==> src/rtl/calc_pkg.sv <==
// Shared constants and saturation helpers for the multi-lane binary calc datapath.
package calc_pkg;

  localparam logic MODE_BIPOLAR  = 1'b0;
  localparam logic MODE_UNIPOLAR = 1'b1;

  localparam int DEF_ACC_W = 12;
  localparam int DEF_N_CH  = 4;

  // Largest and smallest values representable in a w-bit signed accumulator.
  function automatic int sat_max(input int w);
    return (1 << (w - 1)) - 1;
  endfunction

  function automatic int sat_min(input int w);
    return -(1 << (w - 1));
  endfunction

endpackage

==> src/rtl/calc_lane.sv <==
// One lane: XNOR contribution, saturating accumulator with sticky saturation flag.
module calc_lane
  import calc_pkg::*;
#(
  parameter int ACC_W = DEF_ACC_W
) (
  input  logic                    clk,
  input  logic                    rst,
  input  logic                    en,
  input  logic                    first,
  input  logic                    last,
  input  logic                    mode,
  input  logic                    w,
  input  logic                    x,
  input  logic signed [ACC_W-1:0] thr,
  output logic signed [ACC_W-1:0] sum,
  output logic                    sat,
  output logic                    acted
);

  localparam logic signed [ACC_W:0] MAX_V = (ACC_W + 1)'(sat_max(ACC_W));
  localparam logic signed [ACC_W:0] MIN_V = (ACC_W + 1)'(sat_min(ACC_W));

  logic signed [ACC_W-1:0] acc_reg;
  logic                    sat_reg;
  logic signed [ACC_W:0]   contrib;
  logic signed [ACC_W:0]   base;
  logic signed [ACC_W:0]   wide;
  logic                    clamp;

  always_comb begin
    contrib = '0;
    if (~(w ^ x))
      contrib = (ACC_W + 1)'(1);
    else if (mode == MODE_BIPOLAR)
      contrib = '1;
    base  = first ? '0 : {acc_reg[ACC_W-1], acc_reg};
    wide  = base + contrib;
    clamp = 1'b0;
    sum   = wide[ACC_W-1:0];
    if (wide > MAX_V) begin
      sum   = MAX_V[ACC_W-1:0];
      clamp = 1'b1;
    end else if (wide < MIN_V) begin
      sum   = MIN_V[ACC_W-1:0];
      clamp = 1'b1;
    end
    sat   = (first ? 1'b0 : sat_reg) | clamp;
    acted = (sum >= thr);
  end

  // The last beat hands its result to the output register and restarts the lane from zero.
  always_ff @(posedge clk) begin
    if (rst) begin
      acc_reg <= '0;
      sat_reg <= 1'b0;
    end else if (en) begin
      if (last) begin
        acc_reg <= '0;
        sat_reg <= 1'b0;
      end else begin
        acc_reg <= sum;
        sat_reg <= sat;
      end
    end
  end

endmodule

==> src/rtl/calc_multi.sv <==
// N_CH-lane binary accumulate/threshold datapath with valid/ready input and one-entry output register.
module calc_multi
  import calc_pkg::*;
#(
  parameter int N_CH  = DEF_N_CH,
  parameter int ACC_W = DEF_ACC_W
) (
  input  logic                    clk,
  input  logic                    rst,
  input  logic                    in_valid,
  output logic                    in_ready,
  input  logic                    in_first,
  input  logic                    in_last,
  input  logic                    in_mode,
  input  logic [N_CH-1:0]         in_w,
  input  logic [N_CH-1:0]         in_x,
  input  logic [ACC_W-1:0]        thr,
  output logic                    out_valid,
  input  logic                    out_ready,
  output logic [N_CH*ACC_W-1:0]   out_acc,
  output logic [N_CH-1:0]         out_acted,
  output logic [N_CH-1:0]         out_sat
);

  logic                  accept;
  logic [N_CH*ACC_W-1:0] sum_next;
  logic [N_CH-1:0]       sat_next;
  logic [N_CH-1:0]       acted_next;
  logic                  out_valid_reg;
  logic [N_CH*ACC_W-1:0] out_acc_reg;
  logic [N_CH-1:0]       out_acted_reg;
  logic [N_CH-1:0]       out_sat_reg;

  assign in_ready = !out_valid_reg || out_ready;
  assign accept   = in_valid && in_ready;

  generate
    for (genvar gi = 0; gi < N_CH; gi++) begin : g_lane
      calc_lane #(.ACC_W(ACC_W)) u_lane (
        .clk   (clk),
        .rst   (rst),
        .en    (accept),
        .first (in_first),
        .last  (in_last),
        .mode  (in_mode),
        .w     (in_w[gi]),
        .x     (in_x[gi]),
        .thr   (thr),
        .sum   (sum_next[gi*ACC_W +: ACC_W]),
        .sat   (sat_next[gi]),
        .acted (acted_next[gi])
      );
    end
  endgenerate

  // A new last beat takes priority over a consume so results can stream back-to-back.
  always_ff @(posedge clk) begin
    if (rst) begin
      out_valid_reg <= 1'b0;
      out_acc_reg   <= '0;
      out_acted_reg <= '0;
      out_sat_reg   <= '0;
    end else if (accept && in_last) begin
      out_valid_reg <= 1'b1;
      out_acc_reg   <= sum_next;
      out_acted_reg <= acted_next;
      out_sat_reg   <= sat_next;
    end else if (out_ready) begin
      out_valid_reg <= 1'b0;
    end
  end

  assign out_valid = out_valid_reg;
  assign out_acc   = out_acc_reg;
  assign out_acted = out_acted_reg;
  assign out_sat   = out_sat_reg;

endmodule

==> config.mk <==
export PLATFORM = sky130hd
export DESIGN_NAME = calc_multi
export DESIGN_NICKNAME = d
export VERILOG_FILES = /design/src/rtl/calc_pkg.sv /design/src/rtl/calc_lane.sv /design/src/rtl/calc_multi.sv
export SDC_FILE = /design/constraint.sdc
export NUM_CORES = 1
export LEC_CHECK = 0
export ABC_AREA = 1
export BUFFER_PORTS_ARGS = -buffer_cell sky130_fd_sc_hd__buf_2
export CORE_ASPECT_RATIO = 1.25
export CORE_MARGIN = 5
export CORE_UTILIZATION = 30
export CTS_CLUSTER_SIZE = 25
export DETAILED_ROUTE_END_ITERATION = 7
export PLACE_DENSITY_LB_ADDON = 0.3
export SLEW_MARGIN = 20
export SYNTH_ARGS = -nofsm -noshare
export SYNTH_HDL_FRONTEND = slang
export SYNTH_HIERARCHICAL = 1
export SYNTH_SLANG_ARGS = --single-unit
==> constraint.sdc <==
create_clock -name clk -period 3.5 [get_ports clk]
set_input_delay 0.35 -clock clk [delete_from_list [all_inputs] [get_ports clk]]
set_output_delay 0.35 -clock clk [all_outputs]
set_load 0.005 [all_outputs]
==> results.sh <==
export IMPL_critPathKind="input pin to flip-flop"
export IMPL_vdd_drop_max_mv=0.207
export IMPL_grt_max_degree=59
export IMPL_fill_cells=3456
export IMPL_seq_area_frac_synth_pct=21.2
export IMPL_ys_ff_latch=109
export IMPL_rrSetupSlack_ns=0.20
export IMPL_routabilityCongestion=0.911
export IMPL_powerDensity_nw_per_um2=293
export IMPL_clkSlewWorstSetupHoldPaths_ns=0.08
export IMPL_tightest_slew_ns=0.935
export IMPL_syn_inst=1675
export IMPL_r2r_start="g_lane[0].u_lane/acc_reg[5]"
export IMPL_diodes=0
export IMPL_syn_cell_area_sq_um=10300
export IMPL_slew_headroom_pct=37.4
export IMPL_antenna_found_initial=1
export IMPL_final_nets=2151
export IMPL_grt_overflow=0
export IMPL_hold_depth=2
export IMPL_grt_pass1_wl_mm=52.8
export IMPL_cp_slowest_stage_delay_ns=0.36
export IMPL_outcome="finished, final reports clean"
export IMPL_worstSetupStartpointType="input pin"
export IMPL_cts_num_sinks=109
export IMPL_ios=85
export IMPL_timing_final_crit_period_ns=3.41
export IMPL_cts_htree_levels=3
export IMPL_cp_arrival_ns=3.69
export IMPL_clk_latency_ns=0.38
export IMPL_grt_pass1_vias=10800
export IMPL_ant_nets=0
export IMPL_core_region_area_sq_um=34200
export IMPL_drt_total_wl_mm=36.5
export IMPL_dieArea_sq_um=38200
export IMPL_ys_warn_count=6
export IMPL_cts_tree="yes"
export IMPL_fp_dieH_um=217
export IMPL_leakage_nw=7.95
export IMPL_fin_area_sq_um=15500
export IMPL_path_max_fanout=7
export IMPL_die_x_um=176
export IMPL_cp_end_kind="flip-flop"
export IMPL_finalNonFillerCells=2466
export IMPL_vias_per_cell=4.69
export IMPL_holdCritPathClass="input pin to flip-flop"
export IMPL_most_common_layout_cells="nand2_1 (409), inv_1 (316), buf_4 (289), nand2_2 (118), dfxtp_1 (105)"
export IMPL_layout_area_overhead_vs_synth_pct=50.4
export IMPL_rows=76
export IMPL_max_cap_viol_count=0
export IMPL_holdWs_ns=0.457
export IMPL_cts_hold_buf=0
export IMPL_fmax_mhz=294
export IMPL_cp_slowest_cell="ha_4"
export IMPL_min_from="rst"
export IMPL_finalCritPeriodShare_pct=97.3
export IMPL_hold_end="g_lane[3].u_lane/acc_reg[1]"
export IMPL_syn_area_per_cell_sq_um=6.15
export IMPL_drive_gt1_share_pct=40.3
export IMPL_ys_types=29
export IMPL_critical_path_required_ns=3.79
export IMPL_synth_nets=1794
export IMPL_drc_errors=0
export IMPL_r2r_end="out_acted[0]"
export IMPL_grtUsageTotal_pct=17.0
export IMPL_start_util_pct=30.1
export IMPL_finalHoldViolCount=0
export IMPL_rr_worst_depth=26
export IMPL_placed_cell_area_sq_um=13000
export IMPL_dp_cells=2395
export IMPL_final_common_cell="nand2_1"
export IMPL_maxSlewViolCount=0
export IMPL_clk_path_buf_depth=2
export IMPL_dr_total_vias=11600
export IMPL_drtIter0Drc=642
export IMPL_crit_top_cell="nand2_2"
export IMPL_drt_pre_antenna_iters=4
export IMPL_portBuffers=84
export IMPL_numCtsBuffers=9
export IMPL_place_hpwl_mm=25.9
export IMPL_fin_skew_ns=0.0128
export IMPL_cts_root_buffer="clkbuf_16"
export IMPL_avgRoutedWirePerCell_um=14.8
export IMPL_setup_viol_count_final=0
synth_stat cells:
master	count	area, sq um
nand2_1	490	1840
o21ai_0	20	100
o41ai_1	4	35.0
nor2_1	116	435
buf_1	5	18.8
o21bai_1	4	30.0
a21boi_0	1	7.51
inv_4	8	50.1
nor2_2	16	100
a211oi_1	4	30.0
clkbuf_1	14	52.6
nand3b_1	8	60.1
buf_6	15	169
xnor2_1	8	70.1
xor2_1	24	210
dfxtp_1	109	2180
inv_1	339	1270
nand2_4	8	90.1
a21oi_1	108	541
nand4_1	88	551
ha_1	92	1150
buf_2	20	100
nand3b_4	4	80.1
nand3_2	28	280
o21a_1	8	60.1
nand3_1	57	285
nor2_4	8	90.1
inv_2	8	30.0
nand2_2	61	382
repair_timing:
item                                    4_1_cts  5_1_grt
endpoints found under the setup margin        2        4
pin swaps                                     2      149
buffers inserted                              0       49
gates resized for setup                       8      356
cloned                                        1        7
cell families (layout without fill, tap and decap cells):
logic type	Yosys count	count (layout)	synth area share, %
AOI/OAI and AO/OA	149	149	7.80
xor gates and xnor gates	32	32	2.72
adders and majority gates	92	92	11.2
buffers and inverters	409	769	16.4
DFF	109	109	21.2
and+or+nand+nor	884	886	40.7
area by class of cell:
class	count	area (sq um)	share of cell area, %
inverters	355	1360	8.80
clock inverters	7	77.6	0.501
flip-flops and latches	109	2190	14.1
clock buffers	9	225	1.45
repair inverters	2	15.0	0.0969
multi-input cells	1159	8080	52.1
well taps	429	537	3.46
repair buffers	396	3010	19.4
worst max-delay path by stage:
stage                        from  slack [ns]  depth (start not counted)      endpoint
after detailed placement  in_mode       -0.48                         30  out_acted[2]
after floorplan           in_mode        0.05                         28  out_acted[0]
after global placement    in_mode       -0.46                         30  out_acted[2]
after CTS                 in_mode        0.02                         30  out_acted[2]
after global routing      in_w[1]       -0.11                         28  out_acted[1]
final                     in_w[1]        0.09                         28  out_acted[1]
report_power, final:
| part | leakage (nW) | internal [W] | switching (W) |
|---|---|---|---|
| registers | 0.895 | 0.00132 | 0.0000448 |
| logic | 6.91 | 0.000959 | 0.00113 |
| clock network | 0.144 | 0.000508 | 0.000571 |
metal layers:
layer / global-route usage [%] / vias up / routed length [um] / share of wire, %
met5: 0 / - / 13 / 0.036
met3: 2.28 / 80 / 1220 / 3.3
met1: 19.8 / 5365 / 15100 / 41
met2: 31.6 / 209 / 18800 / 52
met4: 5.93 / 2 / 1300 / 3.6
li1: - / 5901 / - / -
critical path: cells and delay by family:
kind                     cells  cell delay (ns)
AO/OA/AOI/OAI                2             0.15
XOR/XNOR                     1             0.16
AND/OR/NAND/NOR             16             1.60
buffers and inverters        7             0.82
adder cells (fa/ha/maj)      2             0.62
stage by stage:
stage / utilization (%) / setup TNS, ns / total power [W] / setup slack, ns
after floorplan: - / 0 / 0.00232 / 0.0540
after global placement: 37.9 / -1.38 / 0.00299 / -0.462
after detailed placement: 37.9 / -1.57 / 0.00301 / -0.484
after CTS: 38.8 / 0 / 0.00412 / 0.0205
after global routing: 45.3 / -0.294 / 0.00483 / -0.107
final: 45.3 / 0 / 0.00453 / 0.0938
(Power assumes the default switching activity.)
